File: src/rtl/lsu_pkg.sv
// Shared definitions for the load/store unit: access-size codes, FSM state
// encoding and the size/lane-mask helpers used by the request decoder.
package lsu_pkg;

  localparam logic [2:0] F3_B  = 3'b000;
  localparam logic [2:0] F3_H  = 3'b001;
  localparam logic [2:0] F3_W  = 3'b010;
  localparam logic [2:0] F3_D  = 3'b011;
  localparam logic [2:0] F3_BU = 3'b100;
  localparam logic [2:0] F3_HU = 3'b101;
  localparam logic [2:0] F3_WU = 3'b110;

  typedef enum logic [1:0] {
    IDLE,
    ACC1,
    ACC2,
    RESP
  } state_t;

  // Access size in bytes; 0 marks a code that is never legal.
  function automatic logic [3:0] size_bytes(input logic [2:0] funct3);
    case (funct3)
      F3_B, F3_BU: return 4'd1;
      F3_H, F3_HU: return 4'd2;
      F3_W, F3_WU: return 4'd4;
      F3_D:        return 4'd8;
      default:     return 4'd0;
    endcase
  endfunction

  // Byte mask over two consecutive bus words (2*nb bits, nb <= 8).
  function automatic logic [15:0] lane_mask(input int unsigned off,
                                            input int unsigned size,
                                            input int unsigned nb);
    logic [15:0] ones;
    logic [15:0] limit;
    ones  = (16'd1 << size) - 16'd1;
    limit = (nb >= 8) ? 16'hFFFF : ((16'd1 << (2 * nb)) - 16'd1);
    return (ones << off) & limit;
  endfunction

endpackage

File: src/rtl/lsu_extend.sv
// Load alignment: shifts the two-word read buffer down to the access offset,
// truncates to the access size and sign- or zero-extends to XLEN.
module lsu_extend
  import lsu_pkg::*;
#(
  parameter int unsigned XLEN = 32
) (
  input  logic [2*XLEN-1:0]          rdata_buf,
  input  logic [$clog2(XLEN/8)-1:0]  off,
  input  logic [2:0]                 funct3,
  output logic [XLEN-1:0]            result
);

  logic [XLEN-1:0] shifted;

  always_comb begin
    shifted = XLEN'(rdata_buf >> {off, 3'b000});
    result  = '0;
    case (funct3)
      F3_B:    result = XLEN'($signed(shifted[7:0]));
      F3_H:    result = XLEN'($signed(shifted[15:0]));
      F3_W:    result = XLEN'($signed(shifted[31:0]));
      F3_D:    result = shifted;
      F3_BU:   result = XLEN'(shifted[7:0]);
      F3_HU:   result = XLEN'(shifted[15:0]);
      F3_WU:   result = XLEN'(shifted[31:0]);
      default: result = '0;
    endcase
  end

endmodule

File: src/rtl/lsu.sv
// MEM-stage load/store unit: captures one request, runs one or two bus
// transfers with ready handshake, and returns an extended load result.
module lsu
  import lsu_pkg::*;
#(
  parameter int unsigned XLEN             = 32,
  parameter bit          ALLOW_MISALIGNED = 1'b1
) (
  input  logic              clk,
  input  logic              clr,
  input  logic              MemReqM,
  input  logic              MemWriteM,
  input  logic [2:0]        funct3M,
  input  logic [XLEN-1:0]   AddrM,
  input  logic [XLEN-1:0]   WriteDataM,
  output logic [XLEN-1:0]   LoadDataM,
  output logic              DoneM,
  output logic              FaultM,
  output logic              StallM,
  output logic              memReq,
  output logic              memWe,
  output logic [XLEN-1:0]   memAddr,
  output logic [XLEN-1:0]   memWData,
  output logic [XLEN/8-1:0] memByteEn,
  input  logic [XLEN-1:0]   memRData,
  input  logic              memReady
);

  localparam int unsigned NB = XLEN / 8;
  localparam int unsigned OW = $clog2(NB);

  state_t state, state_d;

  // Captured request
  logic [XLEN-1:0]   base_q;
  logic [OW-1:0]     off_q;
  logic [2:0]        f3_q;
  logic              we_q;
  logic              fault_q;
  logic              cross_q;
  logic [2*NB-1:0]   mask_q;
  logic [2*XLEN-1:0] wsh_q;
  logic [2*XLEN-1:0] rbuf_q;

  // Request decode
  logic [OW-1:0]     off_in;
  logic [3:0]        size_in;
  logic              illegal_in;
  logic              cross_in;
  logic              fault_in;
  logic [XLEN-1:0]   base_in;
  logic [2*NB-1:0]   mask_in;
  logic [2*XLEN-1:0] wsh_in;

  // Next bus-register values
  logic              capture;
  logic              xfer;
  logic              req_d;
  logic              we_d;
  logic [XLEN-1:0]   addr_d;
  logic [XLEN-1:0]   wdata_d;
  logic [NB-1:0]     be_d;

  logic [XLEN-1:0]   ext;

  always_comb begin
    off_in     = AddrM[OW-1:0];
    size_in    = size_bytes(funct3M);
    illegal_in = (size_in == 4'd0) ||
                 ((XLEN == 32) && ((funct3M == F3_D) || (funct3M == F3_WU)));
    cross_in   = (5'(off_in) + 5'(size_in)) > 5'(NB);
    fault_in   = illegal_in || (cross_in && !ALLOW_MISALIGNED);
    base_in    = AddrM & ~XLEN'(NB - 1);
    mask_in    = (2*NB)'(lane_mask(32'(off_in), 32'(size_in), NB));
    wsh_in     = {{XLEN{1'b0}}, WriteDataM} << {off_in, 3'b000};
  end

  assign xfer = memReq & memReady;

  always_ff @(posedge clk or posedge clr) begin
    if (clr) state <= IDLE;
    else     state <= state_d;
  end

  // Bus outputs are registered from these next values, so they hold steady
  // through wait states simply by defaulting to their current values.
  always_comb begin
    state_d = state;
    capture = 1'b0;
    req_d   = memReq;
    we_d    = memWe;
    addr_d  = memAddr;
    wdata_d = memWData;
    be_d    = memByteEn;
    case (state)
      IDLE: begin
        if (MemReqM) begin
          capture = 1'b1;
          if (fault_in) begin
            state_d = RESP;
          end else begin
            state_d = ACC1;
            req_d   = 1'b1;
            we_d    = MemWriteM;
            addr_d  = base_in;
            wdata_d = wsh_in[XLEN-1:0];
            be_d    = mask_in[NB-1:0];
          end
        end
      end
      ACC1: begin
        if (xfer) begin
          if (cross_q) begin
            state_d = ACC2;
            addr_d  = base_q + XLEN'(NB);
            wdata_d = wsh_q[2*XLEN-1:XLEN];
            be_d    = mask_q[2*NB-1:NB];
          end else begin
            state_d = RESP;
            req_d   = 1'b0;
            we_d    = 1'b0;
            addr_d  = '0;
            wdata_d = '0;
            be_d    = '0;
          end
        end
      end
      ACC2: begin
        if (xfer) begin
          state_d = RESP;
          req_d   = 1'b0;
          we_d    = 1'b0;
          addr_d  = '0;
          wdata_d = '0;
          be_d    = '0;
        end
      end
      RESP:    state_d = IDLE;
      default: state_d = IDLE;
    endcase
  end

  always_ff @(posedge clk or posedge clr) begin
    if (clr) begin
      memReq    <= 1'b0;
      memWe     <= 1'b0;
      memAddr   <= '0;
      memWData  <= '0;
      memByteEn <= '0;
      base_q    <= '0;
      off_q     <= '0;
      f3_q      <= '0;
      we_q      <= 1'b0;
      fault_q   <= 1'b0;
      cross_q   <= 1'b0;
      mask_q    <= '0;
      wsh_q     <= '0;
      rbuf_q    <= '0;
    end else begin
      memReq    <= req_d;
      memWe     <= we_d;
      memAddr   <= addr_d;
      memWData  <= wdata_d;
      memByteEn <= be_d;
      if (capture) begin
        base_q  <= base_in;
        off_q   <= off_in;
        f3_q    <= funct3M;
        we_q    <= MemWriteM;
        fault_q <= fault_in;
        cross_q <= cross_in;
        mask_q  <= mask_in;
        wsh_q   <= wsh_in;
        rbuf_q  <= '0;
      end
      if ((state == ACC1) && xfer) rbuf_q[XLEN-1:0]      <= memRData;
      if ((state == ACC2) && xfer) rbuf_q[2*XLEN-1:XLEN] <= memRData;
    end
  end

  lsu_extend #(.XLEN(XLEN)) u_extend (
    .rdata_buf (rbuf_q),
    .off       (off_q),
    .funct3    (f3_q),
    .result    (ext)
  );

  assign DoneM     = (state == RESP);
  assign FaultM    = DoneM & fault_q;
  assign StallM    = MemReqM & ~DoneM;
  assign LoadDataM = (DoneM && !we_q && !fault_q) ? ext : '0;

endmodule

File: config.mk
export PLATFORM = sky130hd
export DESIGN_NAME = lsu
export DESIGN_NICKNAME = d
export VERILOG_FILES = /design/src/rtl/lsu_pkg.sv /design/src/rtl/lsu_extend.sv /design/src/rtl/lsu.sv
export SDC_FILE = /design/constraint.sdc
export NUM_CORES = 1
export LEC_CHECK = 0
export CORE_AREA = 4 4 159 161
export DETAILED_ROUTE_END_ITERATION = 16
export DIE_AREA = 0 0 163 165
export PLACE_DENSITY = 0.84
export REMOVE_ABC_BUFFERS = 1
export SETUP_SLACK_MARGIN = 0.15
export SYNTH_ARGS = -nofsm -noshare
export SYNTH_HDL_FRONTEND = slang
export SYNTH_HIERARCHICAL = 1
export SYNTH_SLANG_ARGS = --single-unit
File: constraint.sdc
create_clock -name clk -period 6.4 [get_ports clk]
set_input_delay 1.28 -clock clk [delete_from_list [all_inputs] [get_ports clk]]
set_output_delay 1.28 -clock clk [all_outputs]
set_load 0.005 [all_outputs]
==> impl_metrics.ini, run 1 <==
[clocking]
clk_latency_ns = 0.43
cts_buffers = 17
cts_tree = done
h-tree-depth = 4
post_cts_buffers = 0
clockRootBuffer = clkbuf_16
post_cts_resized = 0
clk_path_buf_depth = 2
hold_buffers = 0
clk_pin_slew_worst_paths_ns = 0.07
cts.sinks = 192

[grt]
grt_pass1_vias = 9480
grt_use_total_pct = 23.09
grt_max_degree = 121
antenna_found_initial = 0
grt-ovfl-total = 0
grt_first_pass_wirelength_mm = 50.05

[timing]
worstMarginPinSlew_ns = 1.167
holdWs_ns = 0.4814
period_needed_ns = 4.284
rsz0062_at_grt = false
relSlewSlack_pct = 21.88
fmax_mhz = 233.4
clock_skew_ns = 0.02261
setup_viol = 0
slew_violations = 0
period_share_pct = 66.93
finalHoldViolCount = 0

[placed_design]
io_buffer_count = 206
dpl.hpwl_mm = 21.34
gp_congestion = 0.8515

[setup_path]
end_kind = output pin
r2r_cells = 7
crit_path_max_fanout = 32
crit_required_ns = 5.12
path_class = reg -> out
crit_path_start_kind = register
r2r_slack_ns = 3.11
cp.arrival_ns = 3.00
worstReg2RegEnd = memAddr[17]
timing.rr.start = state[0]

[finish]
num_antenna_cells = 0
multi_input_area_um2 = 5643
fillers = 2027
finalNetCount = 1431
area_growth_pct = 25.48
layout-drive-gt1-share_pct = 11.12
seq_area_um2 = 4806

[power]
p_leak_nw = 5.918
p_per_area_nw_per_um2 = 452.5
peakVddDrop_v = 0.0003777
design_power_total_mw = 6.214

[routing]
wirelength_mm = 31.08
antenna_left = 0
viasPerCell = 5.783
vias = 9519
drt-pass1-iter-count = 6
drtIter0Drc = 909
wire_per_inst_um = 18.88
route.detailed.drc = 0

[floorplanning]
die_area_um2 = 26900
io_pins = 209
start_util_pct = 45.67
rows = 57
die_w_um = 163
core_um2 = 23960
die_h_um = 165

[synth]
synthCells = 1156
ys_warn_count = 6
avgSynthCellArea_um2 = 9.467
syn_area_um2 = 10940

[worst_hold_path]
min-delay-start = memWData[8]
worstHoldPathCells = 2
min_path_type = reg -> reg
min_to = memWData[8]

[run]
drv_cap = 0

[status]
status = finished clean
critical path, cell delays in order, from the launching register on:
cell and delay (ns):
dfrtp_1 0.44, ha_1 0.39, nor3b_2 1.00, and2_1 0.25, clkdlybuf4s50_1 0.51
stage by stage:
step                std cells  utilization (%)  worst slack, ns  setup TNS, ns  instance area [um^2]
floorplan                1071                -          -0.1072         -20.58                 10560
global placement         1614            54.85            2.162              0                 13140
detailed placement       1614            54.85            1.989              0                 13140
CTS                      1646            57.31            2.078              0                 13730
global route             1646            57.31            1.860              0                 13730
finish                   1646            57.31            2.116              0                 13730
power breakdown:
part,leakage (nW),internal [mW],switching [mW]
sequential,2.45,1.74,0.491
combinational,3.18,1.37,1.53
clock,0.289,0.561,0.528
how the worst max path moves through the flow:
stage / startpoint / to / slack, ns
2_1_floorplan: clr / base_q[10] / -0.11
5_1_grt: state[0] / LoadDataM[15] / 1.86
6_report: state[1] / LoadDataM[20] / 2.12
3_5_place_dp: funct3M[0] / memAddr[28] / 1.99
4_1_cts: state[1] / LoadDataM[20] / 2.08
3_3_place_gp: funct3M[0] / memAddr[16] / 2.16
final cells by class:
class                   instances  area share (%)
clock inverters                14           1.175
clock buffers                  18           3.125
repair buffers                219           15.65
multi-input cells             844           41.09
flip-flops and latches        192           34.99
well taps                     324           2.952
inverters                      35           1.011
state kept, by name (all words and copies together) (netlist names):
signal	cells
base_q	30
cross_q	1
f3_q	3
fault_q	1
mask_q	4
memAddr	30
memByteEn	4
memReq	1
memWData	32
memWe	1
off_q	2
rbuf_q	56
state	2
we_q	1
wsh_q	24
metal layers:
metal	vias to the layer above	GRT usage, %	part of all wire, %
met5	-	0	0
li1	4356	-	-
met3	35	5.016	9.7
met1	4652	31.55	41
met4	0	5.604	1.1
met2	476	37.91	48
cell usage in the layout, fill, tap and decap left out, types with 7 or more instances in the layout:
| cell | n |
|---|---|
| buf_4 | 13 |
| nand2_1 | 201 |
| nand4_1 | 12 |
| a21oi_1 | 39 |
| nor2b_1 | 16 |
| o22ai_1 | 9 |
| xnor2_1 | 13 |
| nor2_1 | 108 |
| o211ai_1 | 8 |
| a22o_1 | 8 |
| and2_1 | 36 |
| nor3_1 | 12 |
| a2bb2oi_1 | 7 |
| o21ai_0 | 56 |
| nand3_1 | 85 |
| inv_8 | 7 |
| a221oi_1 | 21 |
| mux2_2 | 38 |
| xor2_1 | 13 |
| clkbuf_16 | 17 |
| mux2i_1 | 32 |
| inv_1 | 32 |
| mux4_2 | 32 |
| o31ai_1 | 11 |
| ha_1 | 17 |
| o22ai_2 | 10 |
| clkdlybuf4s50_1 | 204 |
| dfrtp_1 | 191 |
No activity file was read; power rests on OpenSTA's default activity.
==> run 2: changes to the inputs <==
==> constraint.sdc (replaced) <==
create_clock -name clk -period 3.6 [get_ports clk]
set_input_delay 0.72 -clock clk [delete_from_list [all_inputs] [get_ports clk]]
set_output_delay 0.72 -clock clk [all_outputs]
set_load 0.005 [all_outputs]
==> run 2 against run 1 <==
Power grew 81%; register-to-register slack got worse by 2.1 ns; global-route usage grew 0.18 points; hold slack better by 0.0031 ns; count of clock-buffer cells in the layout decreased by 1; wire length up 1.4%; utilization increased by 0.76 points; sequential share of layout area is 0.43 points lower; via count about the same; final cell count grew 0.61%; largest power group unchanged.
==> impl_metrics.ini, run 2 (same netlist as run 1, synthesis figures left out) <==
[setup_path]
crit_path_start_kind = register
cp_slowest_stage_delay_ns = 0.58
crit_slowest_cell = mux4_2
worstPathCellList = mux4_2 > mux2i_4 > buf_12 > o22ai_1 > and2_1 > clkdlybuf4s50_1
end_kind = output pin
crit_path_max_fanout = 16
path_class = reg -> out
r2r_slack_ns = 1.04
cp.arrival_ns = 2.61
crit_required_ns = 2.88

[routing]
antenna_left = 0
route.detailed.drc = 0
drt-pass1-iter-count = 5
vias = 9514
wirelength_mm = 31.50
wire_per_inst_um = 19.02
drtIter0Drc = 803
viasPerCell = 5.745

[timing]
slew_violations = 0
rsz0062_at_grt = false
setup_ws_ns = 0.2681
worstMarginPinSlew_ns = 1.001
period_needed_ns = 3.332
relSlewSlack_pct = 33.26
clock_skew_ns = 0.01761
finalHoldViolCount = 0
period_share_pct = 92.55
setup_viol = 0
fmax_mhz = 300.1
finalSetupTns_ns = 0

[floorplanning]
die_area_um2 = 26900
start_util_pct = 45.67
die_w_um = 163
die_h_um = 165
io_pins = 209
rows = 57
core_um2 = 23960

[finish]
fillers = 1996
top_regs = rbuf_q x56, memWData x32
num_antenna_cells = 0
area_growth_pct = 27.15
layout-drive-gt1-share_pct = 11.94
mostFrequentLayoutCells = 204 x clkdlybuf4s50_1, 201 x nand2_1, 190 x dfrtp_1
largest_reg_flops = 56
layout.cells.non_filler = 1656
final_common_cell = clkdlybuf4s50_1
finalNetCount = 1442
top_register = rbuf_q
fin_area_um2 = 13920

[clocking]
clk_latency_ns = 0.45
h-tree-depth = 4
cts_tree = done
cts.sinks = 192
clk_pin_slew_worst_paths_ns = 0.08
cts_buffers = 17
hold_buffers = 0
clockRootBuffer = clkbuf_16
clk_path_buf_depth = 2

[run]
drv_cap = 0

[status]
status = finished clean

[worst_hold_path]
min_path_type = reg -> reg

[placed_design]
io_buffer_count = 206
dp_slack_ns = 0.4117
gp_congestion = 0.8644
postPlaceCellArea_um2 = 13290
dpl.hpwl_mm = 21.80
dp.cells = 1624

[grt]
grt_first_pass_wirelength_mm = 50.00
grt-ovfl-total = 0
grt_max_degree = 90
grt_use_total_pct = 23.27
grt_pass1_vias = 9440
antenna_found_initial = 1

[power]
p_leak_nw = 6.009
p_per_area_nw_per_um2 = 807.8
peakVddDrop_v = 0.0005247
design_power_total_mw = 11.24
==> run 2: layout make-up <==
class | count | area (um^2) | area share (%)
Timing Repair Buffer | 230 | 2320 | 16.67
Clock buffer | 17 | 425.4 | 3.057
Clock inverter | 14 | 173.9 | 1.250
Inverter | 35 | 138.9 | 0.9980
Sequential cell | 192 | 4810 | 34.56
Multi-Input combinational cell | 844 | 5643 | 40.55
Tap cell | 324 | 405.4 | 2.913
==> run 2: path summary, 6_finish.rpt <==
check | start | to | cells past startpoint
worst max-delay path | f3_q[0] | LoadDataM[22] | 6
worst min-delay path | memWData[24] | memWData[24] | 2
worst max register to register | state[0] | memWData[6] | 7
worst min register to register | memWData[24] | memWData[24] | 2
max in group asynchronous | clr | off_q[1] | 3
min in group asynchronous | clr | rbuf_q[4] | 2
==> run 2: timing repair <==
item,CTS,global route
buffers inserted,1,0
gates resized for setup,0,2
endpoints found under the setup margin,16,4
==> run 2: per-stage QoR <==
stage	util, %	hold slack [ns]
2_1_floorplan	-	0.4498
3_3_place_gp	55.47	0.4613
3_5_place_dp	55.47	0.4702
4_1_cts	58.06	0.4903
5_1_grt	58.07	0.5059
6_report	58.07	0.4846
==> run 2: critical path, delay by kind of cell, from the launching register on <==
| family | cells | cell delay, ns |
|---|---|---|
| muxes | 2 | 0.76 |
| AOI/OAI and AO/OA | 1 | 0.09 |
| DFF | 1 | 0.49 |
| buffers and inverters | 2 | 0.64 |
| and+or+nand+nor | 1 | 0.19 |
==> run 2: metal layers <==
layer	GRT usage [%]	wire length, um	vias up
met4	5.871	363	2
met1	32.12	13270	4651
li1	-	-	4367
met3	6.014	3077	39
met5	0	13	-
met2	36.98	14770	455
==> run 2: where the power goes <==
group	internal (mW)	switching (mW)	total (mW)
Clock	0.995	0.939	1.93
Sequential	3.10	0.873	3.98
Combinational	2.57	2.76	5.33
==> run 3: changes to the inputs <==
--- a/config.mk
+++ b/config.mk
@@ -5,10 +5,10 @@
 export SDC_FILE = /design/constraint.sdc
 export NUM_CORES = 1
 export LEC_CHECK = 0
-export CORE_AREA = 4 4 159 161
+export CORE_AREA = 4 4 130 195
 export DETAILED_ROUTE_END_ITERATION = 16
-export DIE_AREA = 0 0 163 165
-export PLACE_DENSITY = 0.84
+export DIE_AREA = 0 0 134 199
+export PLACE_DENSITY = 0.85
 export REMOVE_ABC_BUFFERS = 1
 export SETUP_SLACK_MARGIN = 0.15
 export SYNTH_ARGS = -nofsm -noshare
==> run 3 against run 2 <==
Register-to-register slack improved by 0.09 ns; fmax hardly changed; cell area is 0.25% lower; count of clock-buffer cells in the layout up 2; sequential power about the same; utilization grew 0.82 points; non-clock buffer count grew 3; clock skew fell by 0.0093 ns; flip-flop and latch count is the same; combinational power shrank 2%; die area down 0.85%; largest cell class unchanged.
==> impl_metrics.ini, run 3 (same netlist as run 1, synthesis figures left out) <==
[grt]
grt-ovfl-total = 0
grt_use_total_pct = 23.00
grt_first_pass_wirelength_mm = 49.24
antenna_found_initial = 1
grt_pass1_vias = 9590
grt_max_degree = 109

[routing]
viasPerCell = 5.739
antenna_left = 0
wire_per_inst_um = 18.49
route.detailed.drc = 0
wirelength_mm = 30.62
drt-pass1-iter-count = 5
vias = 9503
drtIter0Drc = 791

[setup_path]
crit_path_start_kind = register
worstPathCellList = mux4_2 > mux2i_4 > buf_4 > o22ai_1 > and2_1 > clkdlybuf4s50_1
crit_required_ns = 2.88
worst-path-buf-inv = 2
end_kind = output pin
cp.arrival_ns = 2.61
crit_slowest_cell = mux4_2
path_class = reg -> out
cp_slowest_stage_delay_ns = 0.57
path_delay_family = multiplexers
crit_path_max_fanout = 16

[finish]
top_regs = rbuf_q x56, memWData x32
final_common_cell = clkdlybuf4s50_1
finalNetCount = 1445
area_growth_pct = 26.83
fin_area_um2 = 13880
mostFrequentLayoutCells = 204 x clkdlybuf4s50_1, 201 x nand2_1, 189 x dfrtp_1
seq_area_um2 = 4811
top_register = rbuf_q
multi_input_area_um2 = 5643
largest_reg_flops = 56
layout-drive-gt1-share_pct = 12.28
layout.cells.non_filler = 1656
fillers = 1942

[power]
switching_share_pct = 39.91
clockPowerShare_pct = 16.8
p_sw_mw = 4.407
p_per_area_nw_per_um2 = 795.6
peakVddDrop_v = 0.0005954
design_power_total_mw = 11.04
internal-power_mw = 6.636
comb_power_share_pct = 47.3
p_leak_nw = 5.982
pwr-share-seq_pct = 35.9

[placed_design]
dp.cells = 1623
io_buffer_count = 206
gp_congestion = 0.8852
dpl.hpwl_mm = 21.76
postPlaceCellArea_um2 = 13290

[clocking]
h-tree-depth = 4
clk_pin_slew_worst_paths_ns = 0.07
clockRootBuffer = clkbuf_16
cts_tree = done
cts.sinks = 192
cts_buffers = 17
clk_path_buf_depth = 2
clk_latency_ns = 0.44

[floorplanning]
die_area_um2 = 26670
die_w_um = 134
rows = 69
io_pins = 209
core_um2 = 23570
die_h_um = 199
start_util_pct = 46.44

[timing]
finalSetupTns_ns = 0
relSlewSlack_pct = 42.53
fmax_mhz = 300.1
worstMarginPinSlew_ns = 0.8588
clock_skew_ns = 0.008348
holdWs_ns = 0.4816
period_needed_ns = 3.332
finalHoldViolCount = 0
rsz0062_at_grt = false
slew_violations = 0
period_share_pct = 92.56
setup_viol = 0

[run]
drv_cap = 0

[worst_hold_path]
min_path_type = reg -> reg

[status]
status = finished clean
run 3: changes by cell type in the layout (fill, tap and decap cells not counted), sizes merged:
| cell | delta |
|---|---|
| clkinvlp | +5 |
| inv | -4 |
| buf | +3 |
| clkbuf | +2 |
| clkinv | -2 |
| diode | +1 |
run 3: final timing paths:
check,start,endpoint,slack [ns],depth (start not counted)
max,f3_q[0],LoadDataM[29],0.27,6
min,memWData[22],memWData[22],0.48,2
max reg2reg,state[0],memAddr[23],1.13,6
min reg2reg,memWData[22],memWData[22],0.48,2
max in group asynchronous,clr,memWData[10],2.02,3
min in group asynchronous,clr,rbuf_q[18],0.76,2
run 3: worst min-delay path: stages, from the launching register on:
cell     delay (ns)
dfrtp_1        0.34
nand2_1        0.04
o21ai_0        0.06
run 3: area by class of cell:
class,count,share of cell area (%)
Clock buffer,19,3.263
Multi-Input combinational cell,844,40.65
Inverter,35,1.001
Antenna cell,1,0.01803
Tap cell,319,2.875
Clock inverter,13,0.9284
Timing Repair Buffer,233,16.60
Sequential cell,192,34.66
run 3: metrics by stage:
stage	setup slack [ns]	utilization, %
after CTS	0.1706	58.86
after floorplan	-2.347	-
final	0.2680	58.89
after global routing	0.1667	58.89
after detailed placement	0.3963	56.39
after global placement	0.5585	56.39
run 3: power by group through the flow:
stage | Combinational [mW] | Sequential [mW] | Clock [mW]
2_1_floorplan | 3.21 | 3.83 | 0
3_3_place_gp | 5.06 | 3.91 | 0
3_5_place_dp | 5.25 | 3.96 | 0
4_1_cts | 5.27 | 3.94 | 1.89
5_1_grt | 5.78 | 4.07 | 1.98
6_report | 5.22 | 3.96 | 1.86
run 3: layer usage:
layer	part of all wire [%]	vias to the layer above	track usage, %
met4	3.9	0	11.17
li1	-	4378	-
met3	5.7	74	3.492
met5	0	-	0
met1	37	4666	27.33
met2	53	385	40.69
run 3: what timing repair did:
item | 4_1_cts | 5_1_grt
buffers inserted | 0 | 0
hold buffers | 0 | 0
resized for setup | 0 | 3
endpoints found under the setup margin | 0 | 18
==> patch 1 (flow settings as in run 3) <==
Encoding of `state_t`: now Gray code (2 bits for 4 states).
--- a/src/rtl/lsu_pkg.sv
+++ b/src/rtl/lsu_pkg.sv
@@ -12,8 +12,8 @@
 
   typedef enum logic [1:0] {
-    IDLE,
-    ACC1,
-    ACC2,
-    RESP
+    IDLE = 2'b00,
+    ACC1 = 2'b01,
+    ACC2 = 2'b11,
+    RESP = 2'b10
   } state_t;
 
Function: same outputs for any inputs over 4 cycles, from zero or initial values; so few cycles prove little.
==> patch 1 against run 3 <==
  * Synthesized area is 0.58% lower
  * Power is 4.8% lower
  * Combinational power is 15% lower
  * Setup slack better by 0.022 ns
  * Via count is 2.7% higher
  * Register-to-register slack worse by 0.08 ns
  * Sequential cell count stayed put
  * Cell area is 0.34% higher
  * Critical path type unchanged
  * Routed wire length is 3.2% higher
==> patch 1: results (changes against run 3) <==
[status]
status = finished clean  ; unchanged

[critical_path]
critPathSlowestCell = mux4_2  ; unchanged
cp_slowest_stage_delay_ns = 0.55  ; was 0.57 ns
crit_path_end = LoadDataM[25]  ; was LoadDataM[29]
ff2ff_setup_slack_ns = 1.05  ; was 1.13 ns
timing.rr.end = memWData[3]$_DFFE_PP0P_  ; was memAddr[23]$_DFFE_PP0P_
startpoint = f3_q[0]$_DFFE_PP0P_  ; unchanged
worst_ep_arrival_time_ns = 2.59  ; was 2.61 ns

[worst_hold_path]
hold_start = memWData[11]$_DFFE_PP0P_  ; was memWData[22]$_DFFE_PP0P_
hold_path_class = reg -> reg  ; unchanged

[cts]
cts_buffers = 17  ; unchanged
clk_pin_slew_ns = 0.07  ; about the same
clkLatencyLatePin_ns = 0.44  ; about the same
htreeDepth = 4  ; unchanged

[global_routing]
grt_pass1_wl_um = 51200  ; was 49200 µm
grt.total_usage_pct = 23.9  ; was 23.0%
grt_max_degree = 83  ; was 109
gr-usage-met1_pct = 28.7  ; was 27.3%
grt_antenna_before_repair = 1  ; unchanged
gr-usage-met3_pct = 3.97  ; was 3.49%
grt_util_met2_pct = 41.9  ; was 40.7%
grt_pass1_vias = 9902  ; was 9590

[detailed_routing]
vias = 9761  ; was 9503
first_pass_iters = 5  ; unchanged
vias_per_cell = 5.71  ; was 5.74
drtIter0Drc = 796  ; was 791
drt-total-wl_um = 31600  ; was 30600 µm

[place]
place_congestion = 0.842  ; was 0.885
pre_cts_ws_ns = 0.431  ; was 0.396 ns
placed_cells = 1675  ; was 1623
dp_hpwl_um = 21700  ; was 21800 µm
placedInstanceArea_um2 = 13300  ; about the same

[yosys]
synth_cells = 1211  ; was 1156

[finish]
num-nets-final = 1492  ; was 1445
nFillCells = 1994  ; was 1942
top_regs = rbuf_q (56), memWData (32)  ; unchanged
drive_above_1_share_pct = 9.80  ; was 12.3%

[timing]
fmax_mhz = 302  ; was 300 MHz
fin_skew_ns = 0.00987  ; was 0.00835 ns
worst_slew_pin_slew_ns = 1.07  ; was 0.859 ns

[power]
worst_ir_drop_vdd_mv = 0.422  ; was 0.595 mV
p_leak_nw = 6.04  ; was 5.98 nW

[patch 1: changes by cell type in the layout (fill, tap and decap cells not counted), moves of 10 or more]
cell     before  now
nand3_1      85   49
o21ai_0      56   86
nand2_1     201  298
mux2_2       38   12
nor2_1      108   97
a21oi_1      39   29
[patch 1: layout make-up]
type | count | area [µm²] | area share [%]
repair buffers | 233 | 2340 | 16.8
multi-input cells | 894 | 5610 | 40.3
clock buffers | 18 | 439 | 3.15
inverters | 37 | 146 | 1.05
flip-flops and latches | 192 | 4810 | 34.5
clock inverters | 14 | 188 | 1.35
diodes | 1 | 2.50 | 0.0180
well taps | 319 | 399 | 2.87
[patch 1: how the worst min path moves through the flow]
stage                               end  slack [ns]  cells after the start
3_3_place_gp      wsh_q[54]$_DFFE_PP0P_        0.45                      2
5_1_grt           wsh_q[45]$_DFFE_PP0P_        0.50                      2
3_5_place_dp      wsh_q[55]$_DFFE_PP0P_        0.46                      2
6_report       memWData[11]$_DFFE_PP0P_        0.48                      2
2_1_floorplan     wsh_q[52]$_DFFE_PP0P_        0.44                      2
4_1_cts           wsh_q[48]$_DFFE_PP0P_        0.48                      2
[patch 1: what timing repair did]
item,in CTS,in global routing
hold buffers,0,0
pin swaps,0,0
resized for setup,1,2
setup endpoints to repair,1,15
endpoints found under the hold margin,0,0
[patch 1: worst register-to-register path: cells and delay by family, from the launching register on]
kind,cells,cell delay [ns]
simple gates,3,1.29
compound gates,1,0.18
flops,1,0.40
buf+inv,2,0.60
[patch 1: power by group]
part / leakage (nW) / internal (mW) / switching, mW
clock: 0.316 / 1.18 / 0.865
sequential: 2.43 / 3.12 / 0.889
combinational: 3.29 / 2.20 / 2.25
total: 6.04 / 6.51 / 4.00
[patch 1: metal layers]
metal  routed length (µm)  part of all wire, %
met5                    0                    0
met4                 1040                  3.3
met3                 2000                  6.3
met2                16500                   52
met1                12100                   38
==> patch 2 (config.mk and constraints of run 3) <==
Without the edit above. The parameter `ALLOW_MISALIGNED` goes from 1'b1 to 1'b0.
--- a/src/rtl/lsu.sv
+++ b/src/rtl/lsu.sv
@@ -5,5 +5,5 @@
 #(
   parameter int unsigned XLEN             = 32,
-  parameter bit          ALLOW_MISALIGNED = 1'b1
+  parameter bit          ALLOW_MISALIGNED = 1'b0
 ) (
   input  logic              clk,
Formal check against the unedited RTL: not equivalent (Yosys sat finds a counterexample within 4 cycles, from zero or initial values).
==> patch 2 against run 3 <==
  * Largest power group unchanged
  * Setup slack better by 0.067 ns
  * Critical path type unchanged
  * Synthesized cell count down 2.8%
  * Power up 6.8%
  * Routed wire length up 1.5%
  * Sequential power up 3%
  * Cell area up 1.2%
  * Sequential cell count unchanged
  * Register-to-register slack better by 0.08 ns
  * Critical path depth unchanged
  * Synthesized area up 1.3%
  * Die area unchanged
  * Clock skew up 0.0024 ns
  * Highest routed layer unchanged
  * Utilization up 0.71 points
==> patch 2: results (changes against run 3) <==
[power]
power_switching_mw = 4.76  ; was 4.41 mW
clkPwrFrac_pct = 15.8  ; was 16.8%
swShare_pct = 40.3  ; was 39.9%
comb_power_mw = 5.86  ; was 5.22 mW
p_leak_nw = 6.10  ; was 5.98 nW

[global_routing]
gr-usage-met1_pct = 28.0  ; was 27.3%
grt_pass1_wl_um = 50200  ; was 49200 µm
grt_antenna_before_repair = 2  ; was 1
grt.total_usage_pct = 23.5  ; was 23.0%
gr-usage-met3_pct = 3.80  ; was 3.49%
grt_pass1_vias = 9498  ; was 9590
grt_max_degree = 100  ; was 109

[detailed_routing]
routed-wl-met3_um = 1810  ; was 1730 µm
vias_per_cell = 5.79  ; was 5.74
vias = 9403  ; was 9503
wl_met1_um = 11800  ; was 11300 µm
met2_length_um = 16700  ; was 16400 µm
first_pass_iters = 6  ; was 5
drtIter0Drc = 787  ; was 791

[status]
status = finished clean  ; unchanged

[critical_path]
ff2ff_setup_slack_ns = 1.21  ; was 1.13 ns
worst_ep_arrival_time_ns = 2.54  ; was 2.61 ns
timing.rr.end = memByteEn[0]$_DFFE_PP0P_  ; was memAddr[23]$_DFFE_PP0P_

[place]
placed_cells = 1589  ; was 1623
pre_cts_ws_ns = 0.0196  ; was 0.396 ns
placedInstanceArea_um2 = 13400  ; was 13300 µm²

[worst_hold_path]
hold_start = memByteEn[3]$_DFFE_PP0P_  ; was memWData[22]$_DFFE_PP0P_
hold_path_class = reg -> reg  ; unchanged
hold_end = memByteEn[3]$_DFFE_PP0P_  ; was memWData[22]$_DFFE_PP0P_

[timing]
whs_ns = 0.480  ; was 0.482 ns
fin_skew_ns = 0.0108  ; was 0.00835 ns
worst_slew_pin_slew_ns = 1.18  ; was 0.859 ns

[finish]
num-nets-final = 1412  ; was 1445

-- patch 2: worst max path at each step --
stage	startpoint	endpoint	slack, ns	cells after the start
after floorplan	clr	base_q[10]$_DFFE_PP0P_	-2.35	1
after global placement	funct3M[0]	memAddr[13]$_DFFE_PP0P_	0.14	12
after detailed placement	funct3M[0]	memAddr[21]$_DFFE_PP0P_	0.02	12
after CTS	off_q[0]$_DFFE_PP0P_	LoadDataM[11]	0.24	5
after global routing	off_q[0]$_DFFE_PP0P_	LoadDataM[22]	0.21	6
final	off_q[0]$_DFFE_PP0P_	LoadDataM[30]	0.34	6
-- patch 2: area by class of cell --
class	instances	area, µm²
timing repair buffer	234	2380
multi-input combinational	810	5740
sequential	192	4810
antenna	2	5.00
inverter	35	139
clock inverter	15	149
clock buffer	17	425
fill	1960	9520
tap	319	399
-- patch 2: critical path, stage by stage, from the launching register on --
cell and delay (ns):
dfrtp_4 0.56, buf_12 0.24, mux4_2 0.52, inv_1 0.10, o22ai_2 0.06, and2_1 0.17, clkdlybuf4s50_1 0.44
